--- src/rtl/operand_fetch_if.sv ---
// Bundle between decode, EX/WB feedback and the ALU side of the operand
// fetch stage. The master drives the stage inputs; the stage is the slave.
interface operand_fetch_if #(
  parameter int XLEN = 32,
  parameter int RIDX = 5
);
  logic            flush;
  logic            in_valid;
  logic            in_ready;
  logic [31:0]     in_insn;
  logic [XLEN-1:0] in_pc;
  logic            ex_wen;
  logic [RIDX-1:0] ex_rd;
  logic [XLEN-1:0] ex_val;
  logic            ex_is_load;
  logic            wb_wen;
  logic [RIDX-1:0] wb_rd;
  logic [XLEN-1:0] wb_val;
  logic            out_valid;
  logic            out_ready;
  logic [31:0]     out_insn;
  logic [XLEN-1:0] out_pc;
  logic [XLEN-1:0] out_rs1_val;
  logic [XLEN-1:0] out_rs2_val;
  logic [XLEN-1:0] out_imm;
  logic [31:0]     stall_cnt;

  modport master (
    output flush, in_valid, in_insn, in_pc,
    output ex_wen, ex_rd, ex_val, ex_is_load,
    output wb_wen, wb_rd, wb_val, out_ready,
    input  in_ready, out_valid, out_insn, out_pc,
    input  out_rs1_val, out_rs2_val, out_imm, stall_cnt
  );

  modport slave (
    input  flush, in_valid, in_insn, in_pc,
    input  ex_wen, ex_rd, ex_val, ex_is_load,
    input  wb_wen, wb_rd, wb_val, out_ready,
    output in_ready, out_valid, out_insn, out_pc,
    output out_rs1_val, out_rs2_val, out_imm, stall_cnt
  );
endinterface

--- src/rtl/operand_fetch.sv ---
// RV32 register-read stage: register file, immediate generation, EX/WB
// forwarding, load-use stall and WB re-snoop of a held output.
// The interface must be instantiated with RIDX = $clog2(NREG).
module operand_fetch #(
  parameter int          XLEN     = 32,
  parameter int          NREG     = 32,
  parameter logic [31:0] NOP_INSN = 32'h0000_0033
) (
  input  logic           clk,
  input  logic           rst,
  operand_fetch_if.slave bus
);
  localparam int RIDX = $clog2(NREG);

  localparam logic [6:0] OP_R     = 7'b0110011;
  localparam logic [6:0] OP_I     = 7'b0010011;
  localparam logic [6:0] OP_L     = 7'b0000011;
  localparam logic [6:0] OP_S     = 7'b0100011;
  localparam logic [6:0] OP_B     = 7'b1100011;
  localparam logic [6:0] OP_JALR  = 7'b1100111;
  localparam logic [6:0] OP_LUI   = 7'b0110111;
  localparam logic [6:0] OP_AUIPC = 7'b0010111;
  localparam logic [6:0] OP_JAL   = 7'b1101111;

  logic [XLEN-1:0]            rf_q [NREG];
  logic [6:0]                 opcode;
  logic [1:0]                 src_use;
  logic [1:0][4:0]            src_fld;
  logic [1:0][RIDX-1:0]       src_idx;
  logic [1:0][XLEN-1:0]       opnd;
  logic [1:0]                 haz_src;
  logic                       hazard;
  logic                       capture;
  logic [31:0]                imm32;
  logic [XLEN-1:0]            imm_x;

  logic                       valid_q, valid_d;
  logic [31:0]                insn_q, insn_d;
  logic [XLEN-1:0]            pc_q, pc_d;
  logic [1:0][XLEN-1:0]       opnd_q, opnd_d;
  logic [XLEN-1:0]            imm_q, imm_d;
  logic [1:0][RIDX-1:0]       hidx_q, hidx_d;
  logic [31:0]                cnt_q, cnt_d;

  assign opcode = bus.in_insn[6:0];

  // Which source fields the incoming opcode actually reads.
  always_comb begin
    src_use = 2'b00;
    case (opcode)
      OP_R, OP_S, OP_B:     src_use = 2'b11;
      OP_I, OP_L, OP_JALR:  src_use = 2'b01;
      default:              src_use = 2'b00;
    endcase
  end

  // Effective source index (0 when unused or out of range), forwarded
  // operand value and per-source load-use hazard.
  always_comb begin
    src_fld[0] = bus.in_insn[19:15];
    src_fld[1] = bus.in_insn[24:20];
    src_idx    = '0;
    opnd       = '0;
    haz_src    = '0;
    for (int s = 0; s < 2; s++) begin
      if (src_use[s] && ({27'd0, src_fld[s]} < 32'(NREG)))
        src_idx[s] = RIDX'(src_fld[s]);
      if (src_idx[s] == '0)
        opnd[s] = '0;
      else if (bus.ex_wen && bus.ex_rd == src_idx[s] && !bus.ex_is_load)
        opnd[s] = bus.ex_val;
      else if (bus.wb_wen && bus.wb_rd == src_idx[s])
        opnd[s] = bus.wb_val;  // also covers same-cycle write-through
      else
        opnd[s] = rf_q[src_idx[s]];
      haz_src[s] = bus.ex_wen && bus.ex_is_load && (bus.ex_rd != '0) &&
                   (bus.ex_rd == src_idx[s]);
    end
  end

  assign hazard       = |haz_src;
  assign bus.in_ready = (!valid_q || bus.out_ready) && !hazard && !bus.flush && !rst;
  assign capture      = bus.in_valid && bus.in_ready;

  // Immediate decode, built as 32 bits then sign-extended to XLEN.
  always_comb begin
    imm32 = '0;
    case (opcode)
      OP_I, OP_L, OP_JALR: imm32 = {{20{bus.in_insn[31]}}, bus.in_insn[31:20]};
      OP_S:                imm32 = {{20{bus.in_insn[31]}}, bus.in_insn[31:25], bus.in_insn[11:7]};
      OP_B:                imm32 = {{19{bus.in_insn[31]}}, bus.in_insn[31], bus.in_insn[7],
                                    bus.in_insn[30:25], bus.in_insn[11:8], 1'b0};
      OP_LUI, OP_AUIPC:    imm32 = {bus.in_insn[31:12], 12'b0};
      OP_JAL:              imm32 = {{11{bus.in_insn[31]}}, bus.in_insn[31], bus.in_insn[19:12],
                                    bus.in_insn[20], bus.in_insn[30:21], 1'b0};
      default:             imm32 = '0;
    endcase
    imm_x = XLEN'(signed'(imm32));
  end

  // Output register next state: flush > capture > drain > hold/re-snoop.
  always_comb begin
    valid_d = valid_q;
    insn_d  = insn_q;
    pc_d    = pc_q;
    opnd_d  = opnd_q;
    imm_d   = imm_q;
    hidx_d  = hidx_q;
    cnt_d   = cnt_q;
    if (bus.flush) begin
      valid_d = 1'b0;
      insn_d  = NOP_INSN;
    end else begin
      if (capture) begin
        valid_d = 1'b1;
        insn_d  = bus.in_insn;
        pc_d    = bus.in_pc;
        opnd_d  = opnd;
        imm_d   = imm_x;
        hidx_d  = src_idx;
      end else if (valid_q && bus.out_ready) begin
        valid_d = 1'b0;
        insn_d  = NOP_INSN;
      end else if (valid_q) begin
        // Held: a load that was in EX may land in WB now; EX is ignored.
        for (int s = 0; s < 2; s++)
          if (hidx_q[s] != '0 && bus.wb_wen && bus.wb_rd == hidx_q[s])
            opnd_d[s] = bus.wb_val;
      end
      if (bus.in_valid && hazard && cnt_q != '1)
        cnt_d = cnt_q + 32'd1;
    end
  end

  // Output/stall state registers.
  always_ff @(posedge clk) begin
    if (rst) begin
      valid_q <= 1'b0;
      insn_q  <= NOP_INSN;
      pc_q    <= '0;
      opnd_q  <= '0;
      imm_q   <= '0;
      hidx_q  <= '0;
      cnt_q   <= '0;
    end else begin
      valid_q <= valid_d;
      insn_q  <= insn_d;
      pc_q    <= pc_d;
      opnd_q  <= opnd_d;
      imm_q   <= imm_d;
      hidx_q  <= hidx_d;
      cnt_q   <= cnt_d;
    end
  end

  // Register file write; flush does not block writeback.
  always_ff @(posedge clk) begin
    if (rst) begin
      for (int r = 0; r < NREG; r++) rf_q[r] <= '0;
    end else if (bus.wb_wen && bus.wb_rd != '0) begin
      rf_q[bus.wb_rd] <= bus.wb_val;
    end
  end

  assign bus.out_valid   = valid_q;
  assign bus.out_insn    = insn_q;
  assign bus.out_pc      = pc_q;
  assign bus.out_rs1_val = opnd_q[0];
  assign bus.out_rs2_val = opnd_q[1];
  assign bus.out_imm     = imm_q;
  assign bus.stall_cnt   = cnt_q;
endmodule

--- src/flat_wrapper.sv ---
// flat-port wrapper written by rule: the top's interface ports become plain ports
module operand_fetch_flat 
#(
  parameter int          XLEN     = 32,
  parameter int          NREG     = 32,
  parameter logic [31:0] NOP_INSN = 32'h0000_0033
)
  (clk, rst, bus_flush, bus_in_valid, bus_in_insn, bus_in_pc, bus_ex_wen, bus_ex_rd, bus_ex_val, bus_ex_is_load, bus_wb_wen, bus_wb_rd, bus_wb_val, bus_out_ready, bus_in_ready, bus_out_valid, bus_out_insn, bus_out_pc, bus_out_rs1_val, bus_out_rs2_val, bus_out_imm, bus_stall_cnt);
  operand_fetch_if #(.XLEN(XLEN), .RIDX(5)) bus_i ();
  input  logic clk;
  input  logic rst;
  input wire logic [$bits(bus_i.flush)-1:0] bus_flush;
  input wire logic [$bits(bus_i.in_valid)-1:0] bus_in_valid;
  input wire logic [$bits(bus_i.in_insn)-1:0] bus_in_insn;
  input wire logic [$bits(bus_i.in_pc)-1:0] bus_in_pc;
  input wire logic [$bits(bus_i.ex_wen)-1:0] bus_ex_wen;
  input wire logic [$bits(bus_i.ex_rd)-1:0] bus_ex_rd;
  input wire logic [$bits(bus_i.ex_val)-1:0] bus_ex_val;
  input wire logic [$bits(bus_i.ex_is_load)-1:0] bus_ex_is_load;
  input wire logic [$bits(bus_i.wb_wen)-1:0] bus_wb_wen;
  input wire logic [$bits(bus_i.wb_rd)-1:0] bus_wb_rd;
  input wire logic [$bits(bus_i.wb_val)-1:0] bus_wb_val;
  input wire logic [$bits(bus_i.out_ready)-1:0] bus_out_ready;
  output wire logic [$bits(bus_i.in_ready)-1:0] bus_in_ready;
  output wire logic [$bits(bus_i.out_valid)-1:0] bus_out_valid;
  output wire logic [$bits(bus_i.out_insn)-1:0] bus_out_insn;
  output wire logic [$bits(bus_i.out_pc)-1:0] bus_out_pc;
  output wire logic [$bits(bus_i.out_rs1_val)-1:0] bus_out_rs1_val;
  output wire logic [$bits(bus_i.out_rs2_val)-1:0] bus_out_rs2_val;
  output wire logic [$bits(bus_i.out_imm)-1:0] bus_out_imm;
  output wire logic [$bits(bus_i.stall_cnt)-1:0] bus_stall_cnt;
  assign bus_i.flush = bus_flush;
  assign bus_i.in_valid = bus_in_valid;
  assign bus_i.in_insn = bus_in_insn;
  assign bus_i.in_pc = bus_in_pc;
  assign bus_i.ex_wen = bus_ex_wen;
  assign bus_i.ex_rd = bus_ex_rd;
  assign bus_i.ex_val = bus_ex_val;
  assign bus_i.ex_is_load = bus_ex_is_load;
  assign bus_i.wb_wen = bus_wb_wen;
  assign bus_i.wb_rd = bus_wb_rd;
  assign bus_i.wb_val = bus_wb_val;
  assign bus_i.out_ready = bus_out_ready;
  assign bus_in_ready = bus_i.in_ready;
  assign bus_out_valid = bus_i.out_valid;
  assign bus_out_insn = bus_i.out_insn;
  assign bus_out_pc = bus_i.out_pc;
  assign bus_out_rs1_val = bus_i.out_rs1_val;
  assign bus_out_rs2_val = bus_i.out_rs2_val;
  assign bus_out_imm = bus_i.out_imm;
  assign bus_stall_cnt = bus_i.stall_cnt;
  operand_fetch #(.XLEN(XLEN), .NREG(NREG), .NOP_INSN(NOP_INSN)) u_core (.clk(clk), .rst(rst), .bus(bus_i));
endmodule
--- config.mk ---
export PLATFORM = sky130hd
export DESIGN_NAME = operand_fetch_flat
export DESIGN_NICKNAME = d
export VERILOG_FILES = /design/src/rtl/operand_fetch_if.sv /design/src/rtl/operand_fetch.sv /design/src/flat_wrapper.sv
export SDC_FILE = /design/constraint.sdc
export NUM_CORES = 2
export LEC_CHECK = 0
export BUFFER_PORTS_ARGS = -buffer_cell sky130_fd_sc_hd__buf_2
export CAP_MARGIN = 10
export CORE_MARGIN = 2
export CORE_UTILIZATION = 60
export DETAILED_ROUTE_END_ITERATION = 12
export PLACE_DENSITY = 0.74
export SLEW_MARGIN = 20
export SYNTH_ARGS = -nofsm -noshare
export SYNTH_HDL_FRONTEND = slang
export SYNTH_SLANG_ARGS = --single-unit
--- constraint.sdc ---
create_clock -name clk -period 5.55 [get_ports clk]
set_clock_uncertainty 0.05 [all_clocks]
set_input_delay 0.555 -clock clk [delete_from_list [all_inputs] [get_ports clk]]
set_output_delay 0.555 -clock clk [all_outputs]
set_load 0.01 [all_outputs]
==> results.cfg <==
[worst_setup_path]
setup.worst_path.end_class = register
cpPeakStageDelay_ns = 1.03
ff2ff_path_depth = 8
path_max_fanout = 35
slowest_stage = a211oi_1
cp_cell_sequence = buf_4, buf_4, nand3_4, buf_4, mux2_2, o2111ai_1, nand4_1, a21oi_1, a211oi_1, o31ai_1
r2r-start = u_core.bus.stall_cnt[4]
cp.arrival_ns = 4.75
required_ns = 6.11
r2r_setup_slack_ns = 2.34
critPathMostFrequentCell = buf_4
critPathKind = primary input to register
r2r-end = u_core.bus.stall_cnt[29]
worst_setup_path_start_kind = primary input

[drt]
vias = 57200
drc_errors = 0
ant_nets = 0
via_per_inst = 7.44
drt-initial-drc-count = 10800
routedWlPerCell_um = 34.5
first_pass_iters = 9
wirelength_um = 265000

[cts]
ctsResizeCount = 0
cts_tree = built
cts_buffers = 135
clk_latency_ns = 0.77
clock-sinks = 1227
root_buffer = clkbuf_16
path_clk_slew_ns = 0.06
clk_path_buf_depth = 3
h-tree-depth = 4

[timing]
hold_viol = 0
hold_slack_ns = 0.0144
tightest_slew_ns = 1.32
slew_headroom = 0.116
fin_setup_tns_ns = 0
grt_setup_unrepaired = no
fin_crit_ns = 4.20
slew_viol_final = 0
timing.final.ws_setup_ns = 1.35
timing.fmax_ghz = 0.238
fin_crit_sh = 0.756
setup_violations = 0

[synth]
synth_fa_ha_area_frac = 0.000192
syn_inst = 6018
synth_mux_area_frac = 0.0909
ys.flop_type = edfxtp_1
synth_compound_area_frac = 0.148
async_flop_share = 0
ys_warn_count = 0
ys_seq_area_frac = 0.534
synthDistinctLibCells = 85
synth_top_family_by_area = simple AND/OR/NAND/NOR gates
synth_xor_xnor_area_share = 0.00295
yosys.area_share.simple = 0.185
synth_edf_count = 1024
synth_area_per_cell_um2 = 10.8
synth_area_um2 = 65200
ys_seq_elements = 1227

[final_layout]
fin_area_um2 = 73200
drive_above_1_share = 0.159
nFillCells = 8019
mostFrequentLayoutCells = edfxtp_1, and2_1, nand2_1
fin_nets = 6323
final_common_cell = edfxtp_1
area_growth_pct = 12.2

[die]
coreArea_um2 = 108000
die_x_um = 334
row_count = 120
die_h_um = 334
io_pins = 340
die_area_um2 = 111000
start_util = 0.607

[min_path]
hold_path_end = u_core.bus.out_insn[30]
worstHoldStart = bus_in_insn[30]
hold_depth = 2
min_path_type = primary input to register

[grt]
grt_max_degree = 134
grt_pass1_wl_um = 377000
grt_pass1_vias = 53800
gr-total-overflow = 0
antenna_found_initial = 17
grt_use_total = 0.468

[placement]
preCtsSetupSlack_ns = 1.10
port_buffers = 339
hpwl_um = 164000
place_area_um2 = 68600
gp_congestion = 1.06

[run]
maxCapViolations = 0

[power]
powerDensity_nw_per_um2 = 291
ir_drop_v = 0.000275
power.total_uw = 21300
p_leak_uw = 0.0263

[status]
status = completed
flip-flops by register name, summed over array words and instances, names as in the netlist:
signal                  count
u_core.bus.out_rs2_val     32
u_core.bus.out_imm         32
u_core.bus.out_pc          32
u_core.hidx_q              10
u_core.rf_q              1024
u_core.bus.out_insn        32
u_core.bus.stall_cnt       32
u_core.bus.out_valid        1
u_core.bus.out_rs1_val     32
what timing repair did:
| item | 4_1_cts | 5_1_grt |
|---|---|---|
| hold endpoints to repair | 40 | 0 |
| buffers inserted | 0 | 0 |
| hold buffers | 40 | 0 |
layout make-up:
type,instances,area [µm²],share of cell area
diodes,8,20.0,0.000273
clock inverters,60,424,0.00579
flip-flops and latches,1227,34800,0.476
well taps,1403,1760,0.0240
multi-input cells,4179,28300,0.386
inverters,28,105,0.00144
repair buffers,605,4100,0.0560
clock buffers,179,3700,0.0505
cells in the mapped netlist (all sizes together) (78+ instances only):
| cell type | number | area share |
|---|---|---|
| nand3 | 152 | 0.012 |
| buf | 135 | 0.0097 |
| nor3 | 228 | 0.018 |
| mux4 | 78 | 0.027 |
| and2 | 844 | 0.081 |
| dfxtp | 203 | 0.062 |
| clkbuf | 480 | 0.028 |
| nand2 | 522 | 0.030 |
| a211oi | 154 | 0.018 |
| o21ai | 118 | 0.0091 |
| mux2i | 383 | 0.059 |
| a21oi | 336 | 0.026 |
| edfxtp | 1024 | 0.47 |
| nor2 | 221 | 0.013 |
cells by family after synthesis:
kind of cell,Yosys count
simple gates,2283
compound gates,1350
buf+inv,643
mux,491
flops,1227
xor+xnor,22
fa+ha+maj,1
other cells,1
how the worst max path moves through the flow:
stage,slack (ns),from,to,cells after the start
finish,1.35,bus_in_insn[22],u_core.bus.out_rs2_val[5],10
global route,1.54,bus_in_insn[6],u_core.bus.out_rs2_val[25],10
CTS,1.77,bus_in_insn[6],bus_in_ready,9
detailed placement,1.10,bus_in_insn[6],u_core.bus.out_rs1_val[29],10
global placement,0.96,bus_in_insn[6],u_core.bus.out_rs2_val[16],9
floorplan,2.66,bus_in_insn[2],u_core.bus.stall_cnt[17],10
routing by layer:
| layer | GRT usage | routed length, µm | vias to the layer above |
|---|---|---|---|
| met3 | 0.144 | 40500 | 1483 |
| met5 | 0.00608 | 64 | - |
| li1 | - | - | 22900 |
| met2 | 0.669 | 110000 | 5761 |
| met4 | 0.399 | 28500 | 10 |
| met1 | 0.578 | 86100 | 27000 |
metrics by stage:
step | cells | utilization
2_1_floorplan | 6049 | -
4_1_cts | 7676 | 0.680
3_3_place_gp | 7395 | 0.637
5_1_grt | 7681 | 0.681
3_5_place_dp | 7397 | 0.638
6_report | 7689 | 0.681
where the power goes:
part           leakage (µW)  internal [µW]  switching, µW
logic                0.0129            598           1360
registers            0.0114          10400            274
clock network       0.00203           4900           3750
critical path, delay by kind of cell:
| kind | cells | cell delay, ns |
|---|---|---|
| buf+inv | 3 | 1.59 |
| compound gates | 4 | 1.47 |
| simple gates | 2 | 0.72 |
| mux | 1 | 0.33 |
Power figures use the tool's default switching activity.
